[src/rtl/video_instr_pkg.sv]
// Shared opcode constants and decoded-entry layout for the video instruction path.
package video_instr_pkg;

  localparam int unsigned OPC_W = 4;
  localparam int unsigned ILL_W = 8;

  localparam logic [OPC_W-1:0] OP_WBR     = 4'h0;
  localparam logic [OPC_W-1:0] OP_WSM     = 4'h1;
  localparam logic [OPC_W-1:0] OP_CHK     = 4'h2;
  localparam logic [OPC_W-1:0] OP_NOP     = 4'h3;
  localparam logic [OPC_W-1:0] OP_DEFAULT = 4'hF;

  localparam logic [ILL_W-1:0] ILL_MAX = 8'hFF;

  // Fixed-width control part of a decoded entry; address and data follow it.
  typedef struct packed {
    logic [OPC_W-1:0] opcode;
    logic             check_screen;
  } entry_ctrl_t;

  localparam int unsigned ENTRY_CTRL_W = $bits(entry_ctrl_t);

  // Total stored width of one decoded entry.
  function automatic int unsigned entry_w(input int unsigned addr_w, input int unsigned data_w);
    return ENTRY_CTRL_W + addr_w + data_w;
  endfunction

endpackage

[src/rtl/instr_fifo.sv]
// Generic synchronous FIFO with registered full/empty/count derived from extra-bit pointers.
module instr_fifo #(
  parameter int unsigned WIDTH = 51,
  parameter int unsigned DEPTH = 8
) (
  input  logic                     clk,
  input  logic                     reset,
  input  logic                     push,
  input  logic                     pop,
  input  logic [WIDTH-1:0]         wdata,
  output logic [WIDTH-1:0]         rdata,
  output logic                     full,
  output logic                     empty,
  output logic [$clog2(DEPTH):0]   count
);

  localparam int unsigned PTR_W = $clog2(DEPTH);

  logic [WIDTH-1:0] mem [DEPTH];
  logic [PTR_W:0]   wr_ptr;
  logic [PTR_W:0]   rd_ptr;
  logic [PTR_W:0]   wr_nxt;
  logic [PTR_W:0]   rd_nxt;
  logic             push_ok;
  logic             pop_ok;

  // Qualify requests against the registered status so full/empty misuse is harmless.
  always_comb begin
    push_ok = push && !full;
    pop_ok  = pop && !empty;
    wr_nxt  = wr_ptr + {{PTR_W{1'b0}}, push_ok};
    rd_nxt  = rd_ptr + {{PTR_W{1'b0}}, pop_ok};
  end

  // Pointers and status registers; status is computed from the next pointers.
  always_ff @(posedge clk) begin
    if (reset) begin
      wr_ptr <= '0;
      rd_ptr <= '0;
      count  <= '0;
      full   <= 1'b0;
      empty  <= 1'b1;
    end else begin
      wr_ptr <= wr_nxt;
      rd_ptr <= rd_nxt;
      count  <= wr_nxt - rd_nxt;
      full   <= (wr_nxt[PTR_W] != rd_nxt[PTR_W]) &&
                (wr_nxt[PTR_W-1:0] == rd_nxt[PTR_W-1:0]);
      empty  <= (wr_nxt == rd_nxt);
    end
  end

  // Storage array; contents need no reset because empty masks the head.
  always_ff @(posedge clk) begin
    if (push_ok) begin
      mem[wr_ptr[PTR_W-1:0]] <= wdata;
    end
  end

  assign rdata = mem[rd_ptr[PTR_W-1:0]];

endmodule

[src/rtl/instr_decode_fifo.sv]
// Host custom-instruction decoder with a queued output toward the video control unit.
module instr_decode_fifo
  import video_instr_pkg::*;
#(
  parameter int unsigned DATA_W = 32,
  parameter int unsigned ADDR_W = 14,
  parameter int unsigned REG_W  = 5,
  parameter int unsigned DEPTH  = 8
) (
  input  logic                   clk,
  input  logic                   reset,
  input  logic                   in_valid,
  input  logic [31:0]            dataA,
  input  logic [DATA_W-1:0]      dataB,
  output logic                   in_full,
  output logic                   out_valid,
  input  logic                   out_ack,
  output logic [OPC_W-1:0]       out_opcode,
  output logic [ADDR_W-1:0]      out_register,
  output logic [DATA_W-1:0]      out_data,
  output logic                   out_check_screen,
  output logic [$clog2(DEPTH):0] fifo_count,
  output logic [ILL_W-1:0]       illegal_count,
  output logic                   overflow
);

  localparam int unsigned ENTRY_W = entry_w(ADDR_W, DATA_W);

  entry_ctrl_t        dec_ctrl;
  logic [ADDR_W-1:0]  dec_reg;
  logic [DATA_W-1:0]  dec_data;
  logic               dec_push;
  logic               dec_illegal;
  logic               push;
  logic               pop;
  logic               fifo_empty;
  logic [ENTRY_W-1:0] head;
  entry_ctrl_t        head_ctrl;
  logic               unused_dataa;

  // Upper instruction bits carry no field in this encoding.
  assign unused_dataa = ^dataA[31:ADDR_W+4];

  // Combinational decode of the instruction currently presented by the host.
  always_comb begin
    dec_ctrl.opcode       = OP_DEFAULT;
    dec_ctrl.check_screen = 1'b0;
    dec_reg               = '0;
    dec_data              = '0;
    dec_push              = 1'b0;
    dec_illegal           = 1'b0;
    case (dataA[3:0])
      OP_WBR: begin
        dec_ctrl.opcode = OP_WBR;
        dec_reg         = ADDR_W'(dataA[REG_W+3:4]);
        dec_data        = dataB;
        dec_push        = 1'b1;
      end
      OP_WSM: begin
        dec_ctrl.opcode = OP_WSM;
        dec_reg         = dataA[ADDR_W+3:4];
        dec_data        = dataB;
        dec_push        = 1'b1;
      end
      OP_CHK: begin
        dec_ctrl.check_screen = 1'b1;
        dec_push              = 1'b1;
      end
      OP_NOP: ;
      default: dec_illegal = 1'b1;
    endcase
  end

  assign push = in_valid && !in_full && dec_push;
  assign pop  = out_valid && out_ack;

  instr_fifo #(
    .WIDTH (ENTRY_W),
    .DEPTH (DEPTH)
  ) u_fifo (
    .clk   (clk),
    .reset (reset),
    .push  (push),
    .pop   (pop),
    .wdata ({dec_ctrl, dec_reg, dec_data}),
    .rdata (head),
    .full  (in_full),
    .empty (fifo_empty),
    .count (fifo_count)
  );

  assign out_valid = !fifo_empty;
  assign head_ctrl = entry_ctrl_t'(head[ENTRY_W-1 -: ENTRY_CTRL_W]);

  // Present the head entry, or idle defaults when nothing is queued.
  always_comb begin
    out_opcode       = OP_DEFAULT;
    out_register     = '0;
    out_data         = '0;
    out_check_screen = 1'b0;
    if (out_valid) begin
      out_opcode       = head_ctrl.opcode;
      out_register     = head[DATA_W +: ADDR_W];
      out_data         = head[DATA_W-1:0];
      out_check_screen = head_ctrl.check_screen;
    end
  end

  // Saturating illegal-opcode counter and sticky overflow flag.
  always_ff @(posedge clk) begin
    if (reset) begin
      illegal_count <= '0;
      overflow      <= 1'b0;
    end else if (in_valid) begin
      if (in_full) begin
        overflow <= 1'b1;
      end else if (dec_illegal && (illegal_count != ILL_MAX)) begin
        illegal_count <= illegal_count + 8'd1;
      end
    end
  end

endmodule

[config.mk]
export PLATFORM = sky130hd
export DESIGN_NAME = instr_decode_fifo
export DESIGN_NICKNAME = d
export VERILOG_FILES = /design/src/rtl/video_instr_pkg.sv /design/src/rtl/instr_fifo.sv /design/src/rtl/instr_decode_fifo.sv
export SDC_FILE = /design/constraint.sdc
export NUM_CORES = 1
export LEC_CHECK = 0
export ABC_CLOCK_PERIOD_IN_PS = 16180
export CORE_ASPECT_RATIO = 1.4
export CORE_UTILIZATION = 29
export DETAILED_ROUTE_END_ITERATION = 10
export PLACE_DENSITY = 0.5
export SLEW_MARGIN = 25
export SYNTH_ARGS = -nofsm -noshare
export SYNTH_HDL_FRONTEND = slang
export SYNTH_HIERARCHICAL = 1
export SYNTH_SLANG_ARGS = --single-unit
export TNS_END_PERCENT = 5
[constraint.sdc]
create_clock -name clk -period 16.18 [get_ports clk]
set_input_delay 1.618 -clock clk [delete_from_list [all_inputs] [get_ports clk]]
set_output_delay 1.618 -clock clk [all_outputs]
set_load 0.01 [all_outputs]
==> out/summary.txt, run 1 <==
Outcome: completed
Row count: 105
Reg-to-reg critical path startpoint: u_fifo/full$_SDFF_PP0_
Final TNS setup: 0 ns
Compound-gate portion of the synthesized area: 0.00628
Layout area overhead: 19.5%
Synth Area in Adders: 0.00642
R2R setup slack: 13.07 ns
Post-DR vias/cell: 4.70
VDD IR max: 63.0 uV
Residual DRC: 0
Post-cts resize count: 0
CP Data Required Time: 14.56 ns
Crit-path cells: buf_4, buf_6, mux4_2, mux2_2, or2_2, clkdlybuf4s50_1
Final Hold Viols: 0
Simple-Gate Fraction of Synth Area: 0.0555
RSZ-0062 raised after global routing: no
Max Fanout on Critical Path: 46
Die area: 0.0601 sq mm
H-tree depth: 2
Part of the cycle the worst path needs: 0.365
Worst Path Arrival: 4.29 ns
All-Layer GR Usage: 0.128
Clk sink count: 431
Final Hold Slack: 0.482 ns
Worst path max stage delay: 0.75 ns
Setup crit start kind: flip-flop
Clock Latency Late Sink: 0.54 ns
N_diodes: 0
Netlist cell types: 43
Via count: 8167
Clock skew: 0.00978 ns
Post-synthesis xor/xnor area fraction: 0.00606
Vias in the first global route: 8862
Total gr overflow: 0
Synth top area cells: edfxtp_1, mux4_2, mux2_2
Primary FF master, synth: edfxtp_1
Yosys reg bits: 431
Post-Syn Instances: 828
Core ar.: 0.0585 sq mm
Final core utilization: 0.350
Mapped Area: 0.0171 sq mm
CTS clock-pin slew for the worst setup and hold paths: 0.06 ns
DR iter-0 viols: 352
Antenna-violating nets left: 0
EDFF count, synth: 408
Cell taking the most area after synthesis: edfxtp_1
Largest family of logic cells by synthesized area: multiplexers
Initial core utilization: 0.293
Hold Path Origin: overflow$_SDFFE_PP0P_
Die W: 207 um
Die height: 290 um
Final nets: 1038
Fillers: 5395
Root buf cell: clkbuf_16
Worst hold-check path type: reg2reg
Synth Area per Inst: 20.7 sq um
Count of final max-slew check failures: 0
Synth warn: 6
Max-cap violations: 0
F_max: 0.169 GHz
CP Class: reg2out
Yosys top cell area share: 0.715
Worst-Margin Slew: 1.03 ns
Crit-path slowest cell: buf_4
TritonCTS clock tree: built
Post-synthesis mux area share: 0.168
Register area share after synthesis: 0.742
Max-slew headroom: 0.312
Final GP Congestion: 0.664
Num CTS Buffers: 44
Post-CTS Setup Repair Bufs: 0
Worst hold endpoint: overflow$_SDFFE_PP0P_
Placed wire-length estimate: 19.1 mm
Hold Path Stages: 2
First-pass GRT wire length: 56.4 mm
PortBufs: 119
Antenna violations before repair: 1
Routed WL: 38.3 mm
# IOs: 134
Lkg Pwr: 0.00634 uW
Net Count, Synth: 903
Share of cells above drive strength 1: 0.251
Worst reg2reg path depth: 7
Setup violations, final: 0
PwrDens: 107 mW/mm^2
Largest net degree at the start of global routing: 65
DR pass1 iterations: 4
Clock Tree Buf Depth: 3
Routed len/inst: 22.0 um
CTS hold repair buffers: 0
RR Endpoint: u_fifo/mem[2][14]$_DFFE_PP_
Post-synth ARST share: 0
Fin crit period: 5.90 ns
Crit path capture type: output port
[sequential cells by signal, summed over array words and instances, names as in the netlist]
signal,count
illegal_count,8
u_fifo/full,1
u_fifo/count,4
u_fifo/wr_ptr,4
u_fifo/empty,1
u_fifo/rd_ptr,4
overflow,1
u_fifo/mem,408
[power by group]
| group | leakage (uW) | switching [uW] | internal [uW] | total [uW] |
|---|---|---|---|---|
| sequential | 0.00397 | 5.69 | 1210 | 1220 |
| combinational | 0.00177 | 25.9 | 27.3 | 53.2 |
| clock | 0.000613 | 400 | 520 | 920 |
| total | 0.00634 | 432 | 1760 | 2190 |
[metrics by stage]
| stage | total power, uW | instance area, sq um | worst slack (ns) | instances |
|---|---|---|---|---|
| finish | 2190 | 20500 | 10.28 | 1737 |
| global route | 2260 | 20500 | 9.91 | 1737 |
| CTS | 2230 | 20500 | 9.79 | 1737 |
| detailed placement | 1300 | 19200 | 10.39 | 1666 |
| global placement | 1300 | 19200 | 10.38 | 1665 |
| floorplan | 1270 | 17100 | 9.65 | 828 |
[critical path, delay by kind of cell, from the launching register on]
| kind | cells | cell delay [ns] |
|---|---|---|
| mux | 2 | 0.85 |
| simple gates | 1 | 0.31 |
| flops | 1 | 0.61 |
| buf+inv | 3 | 1.88 |
[final cells by class]
| type | count | area [sq um] | area share |
|---|---|---|---|
| Clock buffer | 53 | 1160 | 0.0564 |
| Inverter | 6 | 22.5 | 0.00110 |
| Clock inverter | 18 | 115 | 0.00562 |
| Multi-Input combinational cell | 348 | 4220 | 0.206 |
| Tap cell | 749 | 937 | 0.0457 |
| Timing Repair Buffer | 132 | 1310 | 0.0641 |
| Sequential cell | 431 | 12700 | 0.621 |
[routing by layer]
layer	track usage	vias up	wire (um)
met1	0.159	4354	16400
met4	0.0455	2	1100
met5	0	-	13
li1	-	3588	-
met3	0.0220	70	1470
met2	0.223	153	19300
[kinds of logic after synthesis]
kind of cell,Yosys count
AOI/OAI and AO/OA,17
xor gates and xnor gates,11
adders and majority gates,9
buffers and inverters,49
DFF,431
muxes,154
and+or+nand+nor,157
[layout by cell type (no fill, tap or decap), types with 3 or more instances in the layout]
master           instances
edfxtp_1               408
clkdlybuf4s50_1        119
mux4_2                 102
nor2b_1                 55
mux2_2                  51
clkbuf_16               45
and2_1                  37
dfxtp_1                 19
nor2_1                  12
buf_4                   11
and3_1                   9
clkinv_1                 9
a21oi_1                  8
clkbuf_1                 8
nor2_4                   7
nand2_1                  7
ha_1                     7
inv_1                    6
xor2_1                   6
nand3_1                  5
or2_2                    4
nand2b_1                 4
o21ai_0                  4
clkinv_2                 4
xnor2_1                  4
dfxtp_4                  4
or3_1                    3
nor4_1                   3
clkinvlp_4               3
[worst max-delay path by stage]
stage / end / slack (ns) / start
final: out_opcode[1] / 10.28 / u_fifo/rd_ptr[0]$_SDFF_PP0_
after global routing: out_opcode[1] / 9.91 / u_fifo/rd_ptr[0]$_SDFF_PP0_
after CTS: out_opcode[1] / 9.79 / u_fifo/rd_ptr[0]$_SDFF_PP0_
after detailed placement: out_opcode[1] / 10.39 / u_fifo/rd_ptr[0]$_SDFF_PP0_
after global placement: out_opcode[1] / 10.38 / u_fifo/rd_ptr[0]$_SDFF_PP0_
after floorplan: u_fifo/mem[0][0]$_DFFE_PP_ / 9.65 / dataA[3]
[synth_stat cells, types with 2 or more instances]
cell / instances
nor4_1: 3
or3_1: 3
mux4_2: 102
and2_1: 37
mux2_2: 51
nor2_1: 19
clkbuf_1: 16
clkbuf_2: 2
nand3_1: 5
xnor2_1: 4
a21oi_1: 8
ha_1: 7
and3_1: 9
maj3_2: 2
edfxtp_1: 408
inv_1: 6
buf_2: 15
nor3_1: 2
o21ai_0: 4
buf_4: 2
dfxtp_1: 23
buf_6: 8
or2_2: 4
nor2b_1: 55
nand2_1: 7
xor2_1: 6
nand2b_1: 4
(Power assumes the default switching activity.)
==> run 2, diff against run 1 <==
--- a/config.mk
+++ b/config.mk
@@ -5,11 +5,11 @@
 export SDC_FILE = /design/constraint.sdc
 export NUM_CORES = 1
 export LEC_CHECK = 0
-export ABC_CLOCK_PERIOD_IN_PS = 16180
+export ABC_CLOCK_PERIOD_IN_PS = 5100
 export CORE_ASPECT_RATIO = 1.4
 export CORE_UTILIZATION = 29
 export DETAILED_ROUTE_END_ITERATION = 10
-export PLACE_DENSITY = 0.5
+export PLACE_DENSITY = 0.52
 export SLEW_MARGIN = 25
 export SYNTH_ARGS = -nofsm -noshare
 export SYNTH_HDL_FRONTEND = slang
==> constraint.sdc (replaced) <==
create_clock -name clk -period 5.1 [get_ports clk]
set_input_delay 0.51 -clock clk [delete_from_list [all_inputs] [get_ports clk]]
set_output_delay 0.51 -clock clk [all_outputs]
set_load 0.01 [all_outputs]
==> run 2 against run 1 <==
Compared with the run above:
- the flow now finishes with violations (design-rule violations)
- largest power group unchanged
- flip-flop and latch count stayed put
- highest routed layer unchanged
- via count shrank 0.28%
- hold slack worse by 0.0047 ns
- critical endpoint is now out_data[0]
==> out/summary.txt, run 2 (synthesized netlist as in run 1, its figures left out) <==
Outcome: finished with violations
Failing checks: design-rule violations
Via count: 8144 (-0.28%)
Final nets: 1046 (+0.77%)
Worst Path Arrival: 3.39 ns (-0.90 ns)
Combinational fraction of design power: 0.024 (about the same)
Final core utilization: 0.353 (+0.00267)
CP Data Required Time: 4.59 ns (-9.97 ns)
Residual DRC: 4 (+4)
PnR worst setup slack: 1.20 ns (-9.07 ns)
RR Endpoint: u_fifo/count[3]$_SDFF_PP0_
Worst hold-check path type: reg2reg
Clock Tree Buf Depth: 3 (unchanged)
Clk pwr share: 0.425 (+0.005)
Crit path capture type: output port
Share of cells above drive strength 1: 0.254 (+0.00323)
Vias in the first global route: 8970 (+1.2%)
TritonCTS clock tree: built
Core ar.: 0.0585 sq mm (unchanged)
Max-cap violations: 0 (unchanged)
DR iter-0 viols: 265 (-25%)
Worst hold endpoint: overflow$_SDFFE_PP0P_
PwrDens: 340 mW/mm^2 (+220%)
Reg-to-reg critical path startpoint: u_fifo/empty$_SDFF_PP1_
Clk sink count: 431 (unchanged)
# IOs: 134 (unchanged)
Routed len/inst: 21.7 um (-1.6%)
PortBufs: 119 (unchanged)
N_diodes: 0 (unchanged)
CP Class: reg2out
First-pass GRT wire length: 56.5 mm (about the same)
Count of final max-slew check failures: 0 (unchanged)
CTS hold repair buffers: 0 (unchanged)
Root buf cell: clkbuf_16
Final TNS setup: 0 ns (unchanged)
Die W: 207 um (unchanged)
Largest register FFs: 408 (unchanged)
Largest net degree at the start of global routing: 55 (-15%)
RSZ-0062 raised after global routing: no
Part of the cycle the worst path needs: 0.764
Clock Latency Late Sink: 0.54 ns (about the same)
Placed wire-length estimate: 20.7 mm (+8.5%)
Worst Setup SP: u_fifo/rd_ptr[0]$_SDFF_PP0_
Setup violations, final: 0 (unchanged)
Antenna violations before repair: 2 (+1)
Commonest non-fill, non-tap cells in the layout: edfxtp_1, clkdlybuf4s50_1, mux4_2
Hold Path Stages: 2 (unchanged)
R2R setup slack: 2.43 ns (-10.64 ns)
Final GP Congestion: 0.685 (+3.2%)
Worst-Margin Slew: 0.889 ns (-0.144 ns)
Clock skew: 0.00751 ns (-0.00227 ns)
VDD IR max: 211 uV (+240%)
Switching power: 1380 uW (+220%)
Layout area overhead: 20.4%
Max Fanout on Critical Path: 52 (+13%)
Num CTS Buffers: 43 (-2.3%)
Max-slew headroom: 0.406 (+0.0939)
Commonest non-fill, non-tap cell in the layout: edfxtp_1
Multi-input gate area: 0.00423 sq mm (+0.15%)
Post-DR vias/cell: 4.65 (-1.1%)
Initial core utilization: 0.293 (unchanged)
Final Hold Viols: 0 (unchanged)
Setup crit start kind: flip-flop
Die area: 0.0601 sq mm (unchanged)
Die height: 290 um (unchanged)
F_max: 0.257 GHz
Fillers: 5448 (+0.98%)
Post-CTS Setup Repair Bufs: 0 (unchanged)
Routed WL: 38.0 mm (-0.72%)
Worst reg2reg path depth: 9 (+2)
All-Layer GR Usage: 0.127 (-0.000549)
Antenna-violating nets left: 0 (unchanged)
FF/Latch Area: 0.0127 sq mm (unchanged)
H-tree depth: 2 (unchanged)
Internal: 5650 uW (+220%)
DR pass1 iterations: 7 (+3)
Flop pwr share: 0.551 (-0.005)
Fin crit period: 3.90 ns
Row count: 105 (unchanged)
Sw Share: 0.197 (-0.000444)
Hold Path Origin: overflow$_SDFFE_PP0P_
Total power: 7030 uW (+220%)
Total gr overflow: 0 (unchanged)
Post-cts resize count: 0 (unchanged)
CTS clock-pin slew for the worst setup and hold paths: 0.06 ns (about the same)
Lkg Pwr: 0.00642 uW (+1.2%)
Pre-CTS WS: 1.58 ns (-8.81 ns)
[run 2: worst max path at each step]
| stage | end | slack [ns] | depth (start not counted) |
|---|---|---|---|
| 2_1_floorplan | u_fifo/mem[1][0]$_DFFE_PP_ | -0.32 | 7 |
| 3_3_place_gp | out_data[0] | 1.61 | 5 |
| 3_5_place_dp | u_fifo/mem[5][30]$_DFFE_PP_ | 1.58 | 6 |
| 4_1_cts | out_data[0] | 1.02 | 5 |
| 5_1_grt | out_data[0] | 0.97 | 5 |
| 6_report | out_data[0] | 1.20 | 5 |
[run 2: final cells by class]
type	instances	area share
Clock buffer	54	0.0562
Multi-Input combinational cell	348	0.205
Timing Repair Buffer	141	0.0687
Sequential cell	431	0.616
Clock inverter	23	0.00751
Inverter	6	0.00109
Tap cell	749	0.0454
[run 2: power by group through the flow]
stage	sequential [uW]	combinational (uW)	clock (uW)
6_report	3870	168	2990
3_3_place_gp	3950	172	0
3_5_place_dp	3950	174	0
4_1_cts	3870	175	3080
5_1_grt	3870	185	3200
2_1_floorplan	3930	79.0	0
[run 2: worst max-delay path: stages (launching register included)]
cell and delay (ns):
dfxtp_4 0.75, buf_12 0.47, mux4_2 0.57, mux2_2 0.27
nor2b_1 0.19, clkdlybuf4s50_1 0.55
[run 2: layer usage]
metal / global-route usage / vias to the layer above / routed length, um
li1: - / 3604 / -
met1: 0.160 / 4311 / 16300
met2: 0.222 / 169 / 19200
met3: 0.0234 / 58 / 1740
met4: 0.0390 / 2 / 796
met5: 0 / - / 14
[run 2: per-stage QoR]
step	hold WS [ns]	instances	instance area (sq um)
after floorplan	0.487	828	17100
after global placement	0.464	1675	19300
after detailed placement	0.469	1675	19300
after CTS	0.487	1752	20600
after global routing	0.508	1752	20600
final	0.477	1752	20600
==> run 3, diff against run 2 <==
--- a/config.mk
+++ b/config.mk
@@ -5,11 +5,11 @@
 export SDC_FILE = /design/constraint.sdc
 export NUM_CORES = 1
 export LEC_CHECK = 0
-export ABC_CLOCK_PERIOD_IN_PS = 5100
+export ABC_CLOCK_PERIOD_IN_PS = 3600
 export CORE_ASPECT_RATIO = 1.4
 export CORE_UTILIZATION = 29
 export DETAILED_ROUTE_END_ITERATION = 10
-export PLACE_DENSITY = 0.52
+export PLACE_DENSITY = 0.5
 export SLEW_MARGIN = 25
 export SYNTH_ARGS = -nofsm -noshare
 export SYNTH_HDL_FRONTEND = slang
==> constraint.sdc (replaced) <==
create_clock -name clk -period 3.6 [get_ports clk]
set_input_delay 0.36 -clock clk [delete_from_list [all_inputs] [get_ports clk]]
set_output_delay 0.36 -clock clk [all_outputs]
set_load 0.01 [all_outputs]
==> run 3 against run 2 <==
Compared with the run above:
- clock power rose by 52%
- the flow now finishes without violations
- combinational power grew 52%
- register-to-register slack got worse by 1.4 ns
- cell area up 1.2%
- routed wire length is 1.7% higher
- flip-flop and latch count unchanged
- highest routed layer is now met4
- global-route usage increased by 0.29 points
- first-iteration DRC count grew 48%
- total power rose by 46%
- critical endpoint is now out_opcode[0]
- count of clock-buffer cells in the layout rose by 5
==> out/summary.txt, run 3 (synthesized netlist as in run 1, its figures left out) <==
Core ar.: 0.0585 sq mm (unchanged)
Clk sink count: 431 (unchanged)
Lkg Pwr: 0.00652 uW (+1.6%)
Routed len/inst: 21.9 um (+1.1%)
# IOs: 134 (unchanged)
Post-DR vias/cell: 4.63 (-0.48%)
Worst Setup SP: u_fifo/rd_ptr[0]$_SDFF_PP0_
Layout area overhead: 21.9%
TritonCTS clock tree: built
CTS clock-pin slew for the worst setup and hold paths: 0.06 ns (about the same)
Via count: 8156 (+0.15%)
Reg-to-reg critical path startpoint: u_fifo/full$_SDFF_PP0_
VDD IR max: 303 uV (+43%)
Residual DRC: 0 (-4)
Row count: 105 (unchanged)
R2R setup slack: 1.00 ns (-1.43 ns)
Die height: 290 um (unchanged)
Final core utilization: 0.357 (+0.00424)
All-Layer GR Usage: 0.130 (+0.00285)
RSZ-0062 raised after global routing: no
Outcome: completed
Root buf cell: clkbuf_16
Antenna-violating nets left: 0 (unchanged)
CTS hold repair buffers: 0 (unchanged)
Total power: 10300 uW (+46%)
Fillers: 5444 (-0.073%)
Setup crit start kind: flip-flop
Post-cts resize count: 0 (unchanged)
DR pass1 iterations: 6 (-1)
Clock Tree Buf Depth: 3 (unchanged)
PwrDens: 492 mW/mm^2 (+45%)
Hold Path Origin: in_valid
Crit path capture type: output port
Met2 WL: 19.8 mm (+3.2%)
Final TNS setup: 0 ns (unchanged)
Placed wire-length estimate: 21.5 mm (+3.8%)
CP Data Required Time: 3.24 ns (-1.35 ns)
Die area: 0.0601 sq mm (unchanged)
Count of final max-slew check failures: 0 (unchanged)
Uppermost layer routed: met4
Final Hold Viols: 0 (unchanged)
Die W: 207 um (unchanged)
Clock Latency Late Sink: 0.55 ns (about the same)
Num CTS Buffers: 43 (unchanged)
F_max: 0.291 GHz
CP Class: reg2out
M1 WL: 16.9 mm (+3.6%)
Worst-Margin Slew: 0.909 ns (+0.0198 ns)
Worst hold-check path type: in2reg
Antenna violations before repair: 0 (-2)
Commonest non-fill, non-tap cells in the layout: edfxtp_1, clkdlybuf4s50_1, mux4_2
Placed inst area: 0.0195 sq mm (+0.74%)
Worst Path Arrival: 3.07 ns (-0.32 ns)
First-pass GRT wire length: 57.6 mm (+1.9%)
Vias in the first global route: 8919 (-0.57%)
Routed WL: 38.7 mm (+1.7%)
Max Fanout on Critical Path: 14 (-73%)
H-tree depth: 2 (unchanged)
Final GP Congestion: 0.696 (+1.6%)
Initial core utilization: 0.293 (unchanged)
WL met3: 1.28 mm (-27%)
Max-cap violations: 0 (unchanged)
Max-slew headroom: 0.392 (-0.0132)
Post-CTS Setup Repair Bufs: 0 (unchanged)
Largest net degree at the start of global routing: 42 (-24%)
Final nets: 1056 (+0.96%)
Part of the cycle the worst path needs: 0.954
Fin crit period: 3.43 ns
DR iter-0 viols: 391 (+48%)
N_diodes: 0 (unchanged)
Commonest non-fill, non-tap cell in the layout: edfxtp_1
Setup violations, final: 0 (unchanged)
PortBufs: 119 (unchanged)
Share of cells above drive strength 1: 0.267 (+0.0130)
Clock skew: 0.0248 ns (+0.0173 ns)
Total gr overflow: 0 (unchanged)
Largest register FFs: 408 (unchanged)
Post-route design area: 0.0209 sq mm (+1.2%)
==> run 3: stage by stage <==
stage | setup WS, ns | hold WS (ns) | instances
3_5_place_dp | 0.493 | 0.472 | 1685
3_3_place_gp | 0.463 | 0.465 | 1685
5_1_grt | 0.0275 | 0.468 | 1763
4_1_cts | 0.0863 | 0.426 | 1763
6_report | 0.167 | 0.448 | 1763
2_1_floorplan | -0.306 | 0.432 | 828
==> run 3: area by class of cell <==
cell class,count,area (sq um),share of cell area
timing repair buffer,151,1560,0.0745
inverter,6,22.5,0.00108
sequential,431,12700,0.609
clock inverter,19,262,0.0125
tap,749,937,0.0449
clock buffer,59,1160,0.0554
multi-input combinational,348,4230,0.203
==> run 3: final timing paths <==
path,to,cells past startpoint
max,out_opcode[0],5
min,overflow$_SDFFE_PP0P_,3
max reg2reg,u_fifo/count[3]$_SDFF_PP0_,12
min reg2reg,overflow$_SDFFE_PP0P_,2
==> run 3: critical path: stages, from the launching register on <==
cell and delay, ns:
dfxtp_4 0.54, buf_4 0.36, mux4_2 0.55, mux2_2 0.28
or2_2 0.27, clkdlybuf4s50_1 0.49
==> run 3: metal layers <==
layer | track usage | up-vias
met1 | 0.166 | 4329
li1 | - | 3627
met2 | 0.230 | 154
met3 | 0.0184 | 46
met4 | 0.0390 | 0
met5 | 0 | -
==> run 3: where the power goes <==
group          internal, uW  leakage, uW  switching (uW)
sequential             5460      0.00397            16.4
combinational           129      0.00188             127
clock                  2690     0.000676            1860
total                  8270      0.00652            2000
